<file path="config.mk">
export PLATFORM = sky130hd
export DESIGN_NAME = block_encode_coeffs_flat
export DESIGN_NICKNAME = d
export VERILOG_FILES = /design/src/rtl/block_encode_coeffs_if.sv /design/src/rtl/block_encode_coeffs.sv /design/src/flat_wrapper.sv
export SDC_FILE = /design/constraint.sdc
export NUM_CORES = 1
export LEC_CHECK = 0
export CAP_MARGIN = 25
export CORE_ASPECT_RATIO = 1.4
export CORE_MARGIN = 2
export CORE_UTILIZATION = 25
export CTS_CLUSTER_SIZE = 40
export DETAILED_ROUTE_END_ITERATION = 10
export SLEW_MARGIN = 30
export SYNTH_ARGS = -nofsm -noshare
export SYNTH_HDL_FRONTEND = slang
export SYNTH_SLANG_ARGS = --single-unit
</file>
<file path="constraint.sdc">
create_clock -name clock -period 7 [get_ports clock]
set_clock_uncertainty 0.15 [all_clocks]
set_input_delay 1.4 -clock clock [delete_from_list [all_inputs] [get_ports clock]]
set_output_delay 1.4 -clock clock [all_outputs]
set_load 0.05 [all_outputs]
</file>
<file path="src/rtl/block_encode_coeffs_if.sv">
// block_encode_coeffs_if
//
// Bundles the symbol handshake, the code-ROM port and the serial bit
// stream of the coefficient VLC encoder.
//
//   slave  : the encoder's view (symbols and ROM data in; bits, ROM
//            request, error and bit count out)
//   master : the environment's view (scanner, ROM and bitstream packer)
//
// Symbol side : Sym_Valid_I / Sym_Ready_O, Run_I[5:0], Level_I[11:0],
//               EOB_I, First_Coeff_I, Table_Sel_I
// ROM side    : Code_Table_En_O, Code_Table_Addr_O[9:0],
//               Code_Table_Data_I[20:0] = {length[4:0], code[15:0]}
// Bit side    : Bit_O, Bit_Valid_O / Bit_Ready_I
// Status      : Err_O, Bit_Count_O[15:0]

interface block_encode_coeffs_if;
    logic        Sym_Valid_I;
    logic        Sym_Ready_O;
    logic [5:0]  Run_I;
    logic [11:0] Level_I;
    logic        EOB_I;
    logic        First_Coeff_I;
    logic        Table_Sel_I;
    logic        Code_Table_En_O;
    logic [9:0]  Code_Table_Addr_O;
    logic [20:0] Code_Table_Data_I;
    logic        Bit_O;
    logic        Bit_Valid_O;
    logic        Bit_Ready_I;
    logic        Err_O;
    logic [15:0] Bit_Count_O;

    modport slave (
        input  Sym_Valid_I, Run_I, Level_I, EOB_I, First_Coeff_I, Table_Sel_I,
        input  Code_Table_Data_I, Bit_Ready_I,
        output Sym_Ready_O, Code_Table_En_O, Code_Table_Addr_O,
        output Bit_O, Bit_Valid_O, Err_O, Bit_Count_O
    );

    modport master (
        output Sym_Valid_I, Run_I, Level_I, EOB_I, First_Coeff_I, Table_Sel_I,
        output Code_Table_Data_I, Bit_Ready_I,
        input  Sym_Ready_O, Code_Table_En_O, Code_Table_Addr_O,
        input  Bit_O, Bit_Valid_O, Err_O, Bit_Count_O
    );
endinterface

</file>
<file path="src/rtl/block_encode_coeffs.sv">
// block_encode_coeffs
//
// Bit-serial variable-length encoder for DCT (run, level) symbols using
// the MPEG-2 B.14 / B.15 coefficient tables. One symbol is taken per
// handshake; table codes come from an external synchronous ROM with a
// read latency of one cycle. Each symbol is emitted MSB-first as one of:
//   - end-of-block code (EOB_B14 or EOB_B15)
//   - first-coefficient short code {1, sign}
//   - escape: {000001, run[5:0], level[11:0]}
//   - table code {code[L-1:0], sign}, or escape when the ROM has no entry
// Illegal symbols (level 0 or -2048) are dropped with a one-cycle Err_O.
//
// Ports:
//   clock   system clock, rising edge
//   resetn  asynchronous active-low reset
//   bus     block_encode_coeffs_if.slave (symbol, ROM and bit streams)
//
// Optional feature: define BLK_ENC_BIT_COUNT_EN to build a saturating
// per-block bit counter on Bit_Count_O; otherwise it is tied to 0.
//
// States:
//   state     | meaning
//   ----------+-----------------------------------------------------
//   ST_IDLE   | no codeword pending, ready for a symbol
//   ST_LOOKUP | ROM data for the registered symbol is valid this cycle
//   ST_SHIFT  | shifting out SR[23], CNT bits remaining (CNT >= 1)

module block_encode_coeffs #(
    parameter int         ROM_LATENCY = 1,
    parameter logic [1:0] EOB_B14     = 2'b10,
    parameter logic [3:0] EOB_B15     = 4'b0110
) (
    input  logic                        clock,
    input  logic                        resetn,
    block_encode_coeffs_if.slave        bus
);

    if (ROM_LATENCY != 1) begin : g_rom_latency_check
        $error("block_encode_coeffs supports ROM_LATENCY == 1 only");
    end

    typedef enum logic [1:0] {
        ST_IDLE,
        ST_LOOKUP,
        ST_SHIFT
    } state_t;

    state_t      state_q, state_d;
    logic [23:0] sr_q, sr_d;
    logic [4:0]  cnt_q, cnt_d;
    logic [5:0]  run_q, run_d;
    logic [11:0] level_q, level_d;
    logic        err_q, err_d;

    // Input classification
    logic        level_neg;
    logic [11:0] level_mag;
    logic [3:0]  level_mag_m1;
    logic        sym_illegal;
    logic        sym_first;
    logic        sym_escape;
    logic        sym_table;

    // Handshake / datapath controls
    logic        last_bit;
    logic        sym_ready;
    logic        sym_accept;
    logic        bit_take;
    logic [4:0]  rom_len;
    logic [23:0] rom_word;

    function automatic logic [23:0] escape_word(input logic [5:0]  run,
                                                input logic [11:0] level);
        escape_word = {6'b000001, run, level};
    endfunction

    always_comb begin
        level_neg    = bus.Level_I[11];
        level_mag    = level_neg ? (12'd0 - bus.Level_I) : bus.Level_I;
        level_mag_m1 = level_mag[3:0] - 4'd1;

        // -2048 has no positive counterpart in 12 bits, so it is rejected.
        sym_illegal = !bus.EOB_I &&
                      ((bus.Level_I == 12'h000) || (bus.Level_I == 12'h800));
        sym_first   = !bus.EOB_I && !sym_illegal && bus.First_Coeff_I &&
                      !bus.Table_Sel_I && (bus.Run_I == 6'd0) &&
                      (level_mag == 12'd1);
        sym_escape  = !bus.EOB_I && !sym_illegal && !sym_first &&
                      (bus.Run_I[5] || (level_mag > 12'd16));
        sym_table   = !bus.EOB_I && !sym_illegal && !sym_first && !sym_escape;
    end

    always_comb begin
        bit_take   = (state_q == ST_SHIFT) && bus.Bit_Ready_I;
        last_bit   = bit_take && (cnt_q == 5'd1);
        // Accepting on the final shift cycle lets direct-load codewords
        // stream back to back without an idle bubble.
        sym_ready  = (state_q == ST_IDLE) || last_bit;
        sym_accept = sym_ready && bus.Sym_Valid_I;

        // Left-align {code[L-1:0], sign}; code bits above L fall off the top.
        rom_len  = bus.Code_Table_Data_I[20:16];
        rom_word = {7'd0, bus.Code_Table_Data_I[15:0], level_q[11]} << (5'd23 - rom_len);
    end

    always_comb begin
        state_d = state_q;
        sr_d    = sr_q;
        cnt_d   = cnt_q;
        run_d   = run_q;
        level_d = level_q;
        err_d   = 1'b0;

        case (state_q)
            ST_LOOKUP: begin
                if (rom_len == 5'd0) begin
                    sr_d  = escape_word(run_q, level_q);
                    cnt_d = 5'd24;
                end else begin
                    sr_d  = rom_word;
                    cnt_d = rom_len + 5'd1;
                end
                state_d = ST_SHIFT;
            end
            ST_SHIFT: begin
                if (bit_take) begin
                    sr_d  = sr_q << 1;
                    cnt_d = cnt_q - 5'd1;
                    if (cnt_q == 5'd1) begin
                        state_d = ST_IDLE;
                    end
                end
            end
            default: ;
        endcase

        // A new symbol overrides the end-of-codeword transition above.
        if (sym_accept) begin
            if (sym_illegal) begin
                err_d   = 1'b1;
                state_d = ST_IDLE;
            end else if (bus.EOB_I) begin
                sr_d    = bus.Table_Sel_I ? {EOB_B15, 20'd0} : {EOB_B14, 22'd0};
                cnt_d   = bus.Table_Sel_I ? 5'd4 : 5'd2;
                state_d = ST_SHIFT;
            end else if (sym_first) begin
                sr_d    = {1'b1, level_neg, 22'd0};
                cnt_d   = 5'd2;
                state_d = ST_SHIFT;
            end else if (sym_escape) begin
                sr_d    = escape_word(bus.Run_I, bus.Level_I);
                cnt_d   = 5'd24;
                state_d = ST_SHIFT;
            end else begin
                run_d   = bus.Run_I;
                level_d = bus.Level_I;
                state_d = ST_LOOKUP;
            end
        end
    end

    always_ff @(posedge clock or negedge resetn) begin
        if (!resetn) begin
            state_q <= ST_IDLE;
            sr_q    <= 24'd0;
            cnt_q   <= 5'd0;
            run_q   <= 6'd0;
            level_q <= 12'd0;
            err_q   <= 1'b0;
        end else begin
            state_q <= state_d;
            sr_q    <= sr_d;
            cnt_q   <= cnt_d;
            run_q   <= run_d;
            level_q <= level_d;
            err_q   <= err_d;
        end
    end

    assign bus.Sym_Ready_O       = sym_ready;
    assign bus.Code_Table_En_O   = sym_accept && sym_table;
    assign bus.Code_Table_Addr_O = {bus.Table_Sel_I, bus.Run_I[4:0], level_mag_m1};
    assign bus.Bit_O             = sr_q[23];
    assign bus.Bit_Valid_O       = (state_q == ST_SHIFT);
    assign bus.Err_O             = err_q;

`ifdef BLK_ENC_BIT_COUNT_EN
    // eob_q marks that the codeword being shifted is an end-of-block, so
    // the count restarts once its last bit has gone out.
    logic        eob_q, eob_d;
    logic [15:0] bit_count_q, bit_count_d;

    always_comb begin
        eob_d       = eob_q;
        bit_count_d = bit_count_q;
        if (state_q == ST_LOOKUP) begin
            eob_d = 1'b0;
        end
        if (sym_accept) begin
            eob_d = bus.EOB_I;
        end
        if (bit_take) begin
            if (eob_q && (cnt_q == 5'd1)) begin
                bit_count_d = 16'd0;
            end else if (bit_count_q != 16'hFFFF) begin
                bit_count_d = bit_count_q + 16'd1;
            end
        end
    end

    always_ff @(posedge clock or negedge resetn) begin
        if (!resetn) begin
            eob_q       <= 1'b0;
            bit_count_q <= 16'd0;
        end else begin
            eob_q       <= eob_d;
            bit_count_q <= bit_count_d;
        end
    end

    assign bus.Bit_Count_O = bit_count_q;
`else
    assign bus.Bit_Count_O = 16'd0;
`endif

endmodule

</file>
<file path="src/flat_wrapper.sv">
// flat-port wrapper written by rule: the top's interface ports become plain ports
module block_encode_coeffs_flat 
#(
    parameter int         ROM_LATENCY = 1,
    parameter logic [1:0] EOB_B14     = 2'b10,
    parameter logic [3:0] EOB_B15     = 4'b0110
)
  (clock, resetn, bus_Sym_Valid_I, bus_Run_I, bus_Level_I, bus_EOB_I, bus_First_Coeff_I, bus_Table_Sel_I, bus_Code_Table_Data_I, bus_Bit_Ready_I, bus_Sym_Ready_O, bus_Code_Table_En_O, bus_Code_Table_Addr_O, bus_Bit_O, bus_Bit_Valid_O, bus_Err_O, bus_Bit_Count_O);
  block_encode_coeffs_if bus_i ();
  input  logic clock;
  input  logic resetn;
  input wire logic [$bits(bus_i.Sym_Valid_I)-1:0] bus_Sym_Valid_I;
  input wire logic [$bits(bus_i.Run_I)-1:0] bus_Run_I;
  input wire logic [$bits(bus_i.Level_I)-1:0] bus_Level_I;
  input wire logic [$bits(bus_i.EOB_I)-1:0] bus_EOB_I;
  input wire logic [$bits(bus_i.First_Coeff_I)-1:0] bus_First_Coeff_I;
  input wire logic [$bits(bus_i.Table_Sel_I)-1:0] bus_Table_Sel_I;
  input wire logic [$bits(bus_i.Code_Table_Data_I)-1:0] bus_Code_Table_Data_I;
  input wire logic [$bits(bus_i.Bit_Ready_I)-1:0] bus_Bit_Ready_I;
  output wire logic [$bits(bus_i.Sym_Ready_O)-1:0] bus_Sym_Ready_O;
  output wire logic [$bits(bus_i.Code_Table_En_O)-1:0] bus_Code_Table_En_O;
  output wire logic [$bits(bus_i.Code_Table_Addr_O)-1:0] bus_Code_Table_Addr_O;
  output wire logic [$bits(bus_i.Bit_O)-1:0] bus_Bit_O;
  output wire logic [$bits(bus_i.Bit_Valid_O)-1:0] bus_Bit_Valid_O;
  output wire logic [$bits(bus_i.Err_O)-1:0] bus_Err_O;
  output wire logic [$bits(bus_i.Bit_Count_O)-1:0] bus_Bit_Count_O;
  assign bus_i.Sym_Valid_I = bus_Sym_Valid_I;
  assign bus_i.Run_I = bus_Run_I;
  assign bus_i.Level_I = bus_Level_I;
  assign bus_i.EOB_I = bus_EOB_I;
  assign bus_i.First_Coeff_I = bus_First_Coeff_I;
  assign bus_i.Table_Sel_I = bus_Table_Sel_I;
  assign bus_i.Code_Table_Data_I = bus_Code_Table_Data_I;
  assign bus_i.Bit_Ready_I = bus_Bit_Ready_I;
  assign bus_Sym_Ready_O = bus_i.Sym_Ready_O;
  assign bus_Code_Table_En_O = bus_i.Code_Table_En_O;
  assign bus_Code_Table_Addr_O = bus_i.Code_Table_Addr_O;
  assign bus_Bit_O = bus_i.Bit_O;
  assign bus_Bit_Valid_O = bus_i.Bit_Valid_O;
  assign bus_Err_O = bus_i.Err_O;
  assign bus_Bit_Count_O = bus_i.Bit_Count_O;
  block_encode_coeffs #(.ROM_LATENCY(ROM_LATENCY), .EOB_B14(EOB_B14), .EOB_B15(EOB_B15)) u_core (.clock(clock), .resetn(resetn), .bus(bus_i));
endmodule
</file>
==> metrics.txt <==
gpl congestion 0.881; post-synth cell types 77; Final Hold Vio Count 0; Post-synth EDFFs 0; total CTS buffers 5; CP Cell Sequence clkdlybuf4s50_1 > inv_1 > ha_1 > nor4b_4 > a2111oi_2 > a211oi_2 > or3_4 > o21ai_4 > nor2_8 > buf_4; WP data required 5.45 ns; CP top delay family compound AO/OA/AOI/OAI gates; setup ws final 1.12 ns; port buffer count 60; total of max-cap violations 0; Stages on worst setup path 10; leakage 2.33 nW; antenna cells 0; Via density 5.42; Power Internal 0.000692 W; crit-path max cell delay 0.55 ns; final setup TNS 0 ns; Comb pwr share 49.4%; layout cell share with drive strength beyond 1 12.4%; ys flop type dfrtp_1; CP Buf/Inv Count 3; max frequency 170 MHz; area grow syn2layout 16.1%; Peak VDD IR 0.115 mV; Seq/Total Area, Yosys 24.8%; synthesized flop and latch total 50; CTS tree yes; Synth Instances 600; die area 21300 sq um; ys async rst share 100%; Die Ht 172 microns; Clock Latency Late Sink 0.30 ns; Clk pwr share 19.6%; Final setup viols 0; die width 124 microns; first drt pass iteration count 5; CTS max path bufs 2; HP Class flop to flop; Psw 0.000552 W; worst slew pin tran 0.885 ns; R2R depth 11; outcome completed; Worst Path Max Fanout 16; clk slew on worst S/H paths 0.07 ns; DRC errors left 0; Setup crit end kind output port; most frequent cell after synthesis nand2_1; min cycle time layout 5.88 ns; synth top area cells dfrtp_1 (25%), mux2_2 (5.4%), mux4_2 (5.4%); worst r2r dst u_core.level_q[3]; RSZ-0062 raised after global routing false; DPL Wire Length 12200 microns; Slew HR 40.6%; core area 19800 sq um; Period Utilization, post-route 84.1%; gr usage total 15.1%; Sink Count 50; post-CTS setup buffer count 0; routed wire length 16000 microns; Crit Path Category primary input to output port; post-synth top area cell dfrtp_1; Critical Path Slowest Stage Cell clkdlybuf4s50_1; via count 4767; DR WL/cell 18.2 microns; Synth top area share 24.8%; CTS Hold Bufs 0; Pwr Density 213 nW/um^2; Critical Path Sink bus_Code_Table_En_O; CP arrival 4.33 ns; Yosys Warn Count 0; Post-Syn Area 5040 sq um; Initial DRC Count 300; Reg2Reg Setup Slack 3.00 ns; CTS H-tree depth 2; # IOs 77; r2r startpoint u_core.state_q[0]; largest net degree at the start of global routing 51; Setup WS pre-CTS 1.12 ns; first-pass GRT wire length 25300 microns; Sw Share 44.4%; syn avg cell area 8.40 sq um; clock root cell clkbuf_16; Site Rows 61; initial antenna violation count 0; Starting Density 25.4%; remaining global-route overflow 0; Pins Over Slew Limit 0; CP startpoint bus_Level_I[0]; synth cell count leaders nand2_1 (57), dfrtp_1 (50), o21ai_0 (48), nor2_1 (47), a21oi_1 (34); Net count, final 683; Startpoint Class primary input; vias in the first global route 4555; post-CTS sizing 0; ANT nets after route 0; sequential group share of total power 31.0%
worst reg2reg max path, stage by stage, from the launching register on:
cell and delay [ns]:
dfrtp_1 0.40, inv_1 0.08, ha_1 0.73, and2_1 0.58, a21o_1 0.25, o211ai_1 0.11, buf_4 0.20, nor2_1 0.30
o21ai_4 0.24, nor2_8 0.17, buf_4 0.29, mux2_2 0.38
how the worst min path moves through the flow:
stage                     cells past startpoint         endpoint             from
final                                         1  u_core.run_q[5]  u_core.run_q[5]
after global routing                          1  u_core.run_q[0]  u_core.run_q[0]
after CTS                                     1  u_core.run_q[5]  u_core.run_q[5]
after detailed placement                      1  u_core.run_q[5]  u_core.run_q[5]
after global placement                        1  u_core.run_q[5]  u_core.run_q[5]
after floorplan                               1  u_core.run_q[5]  u_core.run_q[5]
power groups by stage:
stage | combinational (W) | sequential (W) | clock [W]
after floorplan | 0.000435 | 0.000382 | 0
after global placement | 0.000603 | 0.000388 | 0
after detailed placement | 0.000607 | 0.000388 | 0
after CTS | 0.000609 | 0.000383 | 0.000247
after global routing | 0.000667 | 0.000392 | 0.000259
final | 0.000614 | 0.000386 | 0.000244
cells by family (layout without fill, tap and decap cells):
group           after synthesis  in the layout  synth area share (%)
compound gates              191            191                  25.9
xor+xnor                      5              5                 0.869
fa+ha+maj                    11             11                  2.73
buf+inv                      91            103                  9.29
flops                        50             50                  24.8
mux                          62             62                  16.7
other cells                   1             16                0.0744
simple gates                189            189                  19.6
metal layers:
metal / share of wire (%) / GRT usage (%) / vias to the layer above
met2: 48 / 25.1 / 179
met3: 5.4 / 1.55 / 27
met5: 0 / 0 / -
li1: - / - / 2264
met4: 2.6 / 5.86 / 0
met1: 44 / 20.2 / 2297
final cells by class:
class	count	area, sq um
flip-flops and latches	50	1250
inverters	25	93.8
multi-input cells	474	3380
fillers	2108	14000
repair buffers	70	668
clock inverters	3	18.8
well taps	252	315
clock buffers	5	125
cells in the final DEF, fill, tap and decap left out, drive strengths merged, types with 5 or more instances in the layout:
| cell | Yosys | layout |
|---|---|---|
| nor3 | 12 | 12 |
| a221oi | 5 | 5 |
| a21oi | 34 | 34 |
| mux4 | 12 | 12 |
| dfrtp | 50 | 50 |
| nand3 | 14 | 14 |
| and2 | 8 | 8 |
| inv | 25 | 26 |
| xnor2 | 5 | 5 |
| nand2 | 57 | 57 |
| mux2i | 18 | 18 |
| nor2b | 8 | 8 |
| o22ai | 17 | 17 |
| a22oi | 13 | 13 |
| clkdlybuf4s50 | 0 | 58 |
| clkbuf | 30 | 5 |
| nand2b | 8 | 8 |
| ha | 11 | 11 |
| a222oi | 6 | 6 |
| mux2 | 32 | 32 |
| o21ai | 50 | 50 |
| nor2 | 49 | 49 |
| and3 | 6 | 6 |
| buf | 36 | 12 |
| o221ai | 5 | 5 |
| o211ai | 8 | 8 |
| conb | 1 | 16 |
| a21o | 6 | 6 |
| nor4 | 6 | 6 |
metrics by stage:
step           cell area (sq um)  power (W)  cells  hold WS [ns]  utilization, %
2_1_floorplan               5100   0.000817    615         0.309               -
3_3_place_gp                5710   0.000990    871         0.327            28.8
3_5_place_dp                5710   0.000995    871         0.345            28.8
4_1_cts                     5850    0.00124    879         0.370            29.5
5_1_grt                     5850    0.00132    879         0.389            29.5
6_report                    5850    0.00124    879         0.360            29.5
flip-flops by register name (all words and copies together) (netlist names):
signal,cells
u_core.bus.Err_O,1
u_core.cnt_q,5
u_core.level_q,12
u_core.run_q,6
u_core.sr_q,24
u_core.state_q,2
Power figures use the tool's default switching activity.
